### config.mk
export PLATFORM = sky130hd
export DESIGN_NAME = neuron_loader
export DESIGN_NICKNAME = d
export VERILOG_FILES = /design/src/rtl/neuron_loader.sv
export SDC_FILE = /design/constraint.sdc
export NUM_CORES = 1
export LEC_CHECK = 0
export CAP_MARGIN = 20
export CELL_PAD_IN_SITES_DETAIL_PLACEMENT = 0
export CELL_PAD_IN_SITES_GLOBAL_PLACEMENT = 2
export CORE_ASPECT_RATIO = 1.75
export CORE_MARGIN = 5
export CORE_UTILIZATION = 34
export CTS_CLUSTER_SIZE = 20
export DETAILED_ROUTE_END_ITERATION = 8
export PLACE_DENSITY = 0.84
export RECOVER_POWER = 25
export SETUP_SLACK_MARGIN = 0.15
export SLEW_MARGIN = 40
export SYNTH_ARGS = -nofsm -noshare
export SYNTH_HDL_FRONTEND = slang
export SYNTH_SLANG_ARGS = --single-unit
### constraint.sdc
create_clock -name clk -period 1.5 [get_ports clk]
set_input_delay 0.3 -clock clk [delete_from_list [all_inputs] [get_ports clk]]
set_output_delay 0.3 -clock clk [all_outputs]
set_load 0.1 [all_outputs]
### src/rtl/neuron_loader.sv
// Byte-serial loader: packets fill shadow registers, and a STEP header commits them to the neuron outputs.
// Latency: the outputs and ce change on the edge that accepts the STEP header. ce stays high for one cycle.
// Backpressure: in_ready is 0 during reset and during the one-cycle STEP state. The sender holds the byte.
// Ports: in_data/in_valid/in_ready form the byte stream. w, x, shift, minus_teta, BN_factor and BN_addend
//        are the committed neuron parameters. ce is the one-cycle step enable. err is the sticky bad-header flag.
module neuron_loader #(
  parameter int n_stage = 4
) (
  input  logic                 clk,
  input  logic                 rst_n,
  input  logic [7:0]           in_data,
  input  logic                 in_valid,
  output logic                 in_ready,
  output logic [2**n_stage-1:0] w,
  output logic [2**n_stage-1:0] x,
  output logic [2:0]           shift,
  output logic [n_stage+1:0]   minus_teta,
  output logic [3:0]           BN_factor,
  output logic [n_stage+1:0]   BN_addend,
  output logic                 ce,
  output logic                 err
);

  localparam int N  = 2**n_stage;
  localparam int NB = 2**(n_stage-3);
  // The counter is kept at least one bit wide so that the n_stage=3 case (one byte per vector) stays legal.
  localparam int CW = (n_stage > 3) ? (n_stage - 3) : 1;

  localparam logic [2:0] ID_W     = 3'd0;
  localparam logic [2:0] ID_X     = 3'd1;
  localparam logic [2:0] ID_CFG   = 3'd2;
  localparam logic [2:0] ID_TETA  = 3'd3;
  localparam logic [2:0] ID_BNADD = 3'd4;
  localparam logic [2:0] ID_STEP  = 3'd5;

  typedef enum logic [1:0] {
    S_HDR,
    S_PAYLOAD,
    S_STEP
  } state_t;

  state_t          state;
  logic [2:0]      id_q;
  logic [CW-1:0]   cnt;

  logic [N-1:0]       w_sh;
  logic [N-1:0]       x_sh;
  logic [2:0]         shift_sh;
  logic [3:0]         bnf_sh;
  logic [n_stage+1:0] teta_sh;
  logic [n_stage+1:0] bna_sh;

  logic xfer;
  logic last_byte;

  // in_ready is decoded from the state so that it is high in the first cycle after reset.
  assign in_ready  = rst_n && (state != S_STEP);
  assign xfer      = in_valid && in_ready;
  // Only the vector packets span several bytes. All other payloads are a single byte.
  assign last_byte = ((id_q != ID_W) && (id_q != ID_X)) || (cnt == CW'(NB - 1));

  always_ff @(posedge clk) begin
    if (!rst_n) begin
      state      <= S_HDR;
      id_q       <= '0;
      cnt        <= '0;
      w_sh       <= '0;
      x_sh       <= '0;
      shift_sh   <= '0;
      bnf_sh     <= '0;
      teta_sh    <= '0;
      bna_sh     <= '0;
      w          <= '0;
      x          <= '0;
      shift      <= '0;
      minus_teta <= '0;
      BN_factor  <= '0;
      BN_addend  <= '0;
      ce         <= 1'b0;
      err        <= 1'b0;
    end else begin
      ce <= 1'b0;
      case (state)
        S_HDR: begin
          if (xfer) begin
            case (in_data[2:0])
              ID_W, ID_X, ID_CFG, ID_TETA, ID_BNADD: begin
                id_q  <= in_data[2:0];
                cnt   <= '0;
                state <= S_PAYLOAD;
              end
              ID_STEP: begin
                // Commit on the accepting edge so that the outputs and ce line up in the STEP cycle.
                w          <= w_sh;
                x          <= x_sh;
                shift      <= shift_sh;
                minus_teta <= teta_sh;
                BN_factor  <= bnf_sh;
                BN_addend  <= bna_sh;
                ce         <= 1'b1;
                state      <= S_STEP;
              end
              default: err <= 1'b1;
            endcase
          end
        end
        S_PAYLOAD: begin
          if (xfer) begin
            case (id_q)
              ID_W:     w_sh[{cnt, 3'b000} +: 8] <= in_data;
              ID_X:     x_sh[{cnt, 3'b000} +: 8] <= in_data;
              ID_CFG: begin
                shift_sh <= in_data[2:0];
                bnf_sh   <= in_data[7:4];
              end
              ID_TETA:  teta_sh <= in_data[n_stage+1:0];
              ID_BNADD: bna_sh  <= in_data[n_stage+1:0];
              default: ;
            endcase
            cnt <= cnt + 1'b1;
            if (last_byte) begin
              state <= S_HDR;
            end
          end
        end
        S_STEP:  state <= S_HDR;
        default: state <= S_HDR;
      endcase
    end
  end

endmodule
==> flow_summary.ini <==
[synth]
synth-compound-area-share = 0.0224
syn-num-nets = 399
synth_edf_count = 0
synth.area.top_cells = dfxtp_1, mux2i_1, nand2_1
synth_mux_area_frac = 0.250
synth_area_um2 = 4090
synth_adder_area_share = 0
synth_top_area_cell = dfxtp_1
syn_avg_cell_area_um2 = 10.5
async_reset_ff_frac = 0
ys_types = 29
yosysMostFrequentCell = nand2_1
synth_common_cells = nand2_1, dfxtp_1, mux2i_1
yosysSeqAreaShare = 0.539
synth_top_area_frac = 0.539
synth-seq-cells = 110
syn_inst = 388
yosysWarnings = 0
synth_xor_xnor_area_share = 0
synth-main-ff-cell = dfxtp_1
synthSimpleGateAreaFrac = 0.147
synth_top_family_by_area = multiplexers

[floorplanning]
num_io_pins = 65
initial_core_util = 0.342
die_x_um = 92.9
coreArea_um2 = 11900
die_y_um = 155
dieArea_um2 = 14400
rows = 53

[worst_setup_path]
max_stage_delay_ns = 0.36
worstPathCellList = inv_2, a21boi_4, buf_12
path_max_fanout = 3
slowest_stage = dfxtp_4
cp_top_family = flip-flops
end_kind = primary output
worstPathRequired_ns = 1.20
criticalPathCategory = reg -> out
crit_arrival_ns = 1.11
reg2reg_depth = 5
worst-path-buf-inv = 2
start_kind = register
path_depth = 3

[pwr]
finalPower_mw = 5.68
power_density_nw_per_um2 = 1040
peakVddDrop_uv = 605
power_leakage_nw = 2.60

[final_layout]
fin_nets = 476
antennaDiodeCount = 0
fin_util = 0.457
areaGrowthSynthToFinish_pct = 33.6
fill_cells = 1140
final_layout_size_suffix_gt1_frac = 0.236
fin_cells = 607
design_area_um2 = 5460

[placed_design]
hpwlAfterDp_um = 6430
dp_cells = 587
gp_congestion = 0.766
dp_slack_ns = -0.302
place_area_um2 = 5550
port_buffers = 64

[route]
wire_per_inst_um = 15.1
viasPerCell = 4.82
first_pass_iters = 4
num_vias = 2924
remaining_drc_errors = 0
drt-initial-drc-count = 99
wl_um = 9160
ant_nets = 0

[global_route]
grt_max_degree = 60
grt_pass1_wl_um = 15200
grt_usage = 0.134
overflow = 0
antenna_found_initial = 0
grt_pass1_vias = 3027

[clock_tree]
clock_latency_ns = 0.34
cts_root_buf = clkbuf_16
hold_buffers = 0
clk_path_buf_depth = 2
clkSinkCount = 110
cts_buffers = 9
cts_tree = built
htreeDepth = 3
cts.clk_slew.worst_paths_ns = 0.06

[sta]
min_period_ns = 1.41
final-max-slew-violation-count = 0
finalSetupViolations = 0
worst_slack_ns = 0.0854
skew_ns = 0.00705
finalHoldViolCount = 0
finalCritPeriodShare = 0.943
rsz0062_at_grt = true
fmaxAchievable_mhz = 707
worst-slew-pin-transition_ns = 0.432
relSlewSlack = 0.711

[hold_path]
hold_path.class = in -> reg
hold_depth = 4

[run]
drv_cap = 0

[status]
status = finished clean
-- cells in the final DEF, fill, tap and decap left out, types with 3 or more instances in the layout --
| master | netlist | final |
|---|---|---|
| nand2_1 | 111 | 111 |
| dfxtp_1 | 110 | 106 |
| mux2i_1 | 102 | 102 |
| clkbuf_4 | 0 | 38 |
| buf_12 | 0 | 22 |
| buf_4 | 4 | 17 |
| clkbuf_16 | 0 | 9 |
| clkdlybuf4s50_1 | 0 | 8 |
| a21oi_1 | 6 | 6 |
| buf_6 | 6 | 4 |
| inv_1 | 4 | 3 |
| nor2b_1 | 4 | 3 |
| o21ai_0 | 3 | 3 |
| nor3b_1 | 3 | 3 |
-- worst reg2reg max path, stage by stage (launching register included) --
cell      delay [ns]
dfxtp_4         0.35
buf_4           0.14
and4bb_1        0.30
nand3_4         0.12
buf_12          0.20
mux2i_1         0.17
-- state kept, by name, summed over array words and instances (netlist names) --
register,flops
w_sh,16
x_sh,16
teta_sh,6
ce,1
err,1
x,16
cnt,1
state,2
bnf_sh,4
BN_factor,4
shift_sh,3
bna_sh,6
minus_teta,6
id_q,3
BN_addend,6
shift,3
w,16
-- cell type report --
class	count	area, um2	share of cell area
Timing Repair Buffer	90	987	0.181
Clock buffer	11	253	0.0463
Tap cell	137	171	0.0314
Inverter	4	15.0	0.00275
Sequential cell	110	2210	0.405
Multi-Input combinational cell	250	1760	0.323
Clock inverter	5	56.3	0.0103
-- final timing paths --
path	start	to	slack, ns
worst max-delay path	state[0]	in_ready	0.09
worst min register to register	BN_addend[4]	BN_addend[4]	0.46
worst max register to register	state[0]	x[10]	0.10
worst min-delay path	rst_n	state[0]	0.39
-- kinds of logic after synthesis --
logic type / after synthesis
simple gates: 133
buf+inv: 28
flops: 110
mux: 102
compound gates: 15
-- through the flow --
stage,hold slack [ns],TNS [ns]
after floorplan,0.439,-0.0191
after global placement,0.451,-16.58
after detailed placement,0.458,-19.00
after CTS,0.374,0
after global routing,0.409,0
final,0.391,0
-- power breakdown --
group / total [mW] / internal (mW) / switching, mW / leakage [nW]
sequential: 2.95 / 2.93 / 0.0119 / 0.889
combinational: 0.301 / 0.119 / 0.182 / 1.56
clock: 2.44 / 1.39 / 1.05 / 0.152
total: 5.68 / 4.44 / 1.24 / 2.60
-- layer usage --
metal | wire length, um | global-route usage
met2 | 4730 | 0.235
met3 | 301 | 0.0237
met4 | 223 | 0.0643
met1 | 3910 | 0.156
met5 | 0 | 0
-- repair_timing --
item	CTS	global route
resized for setup	14	6
endpoints found under the setup margin	78	90
setup buffers	4	0
pin swaps	3	0
Power figures use the tool's default switching activity.
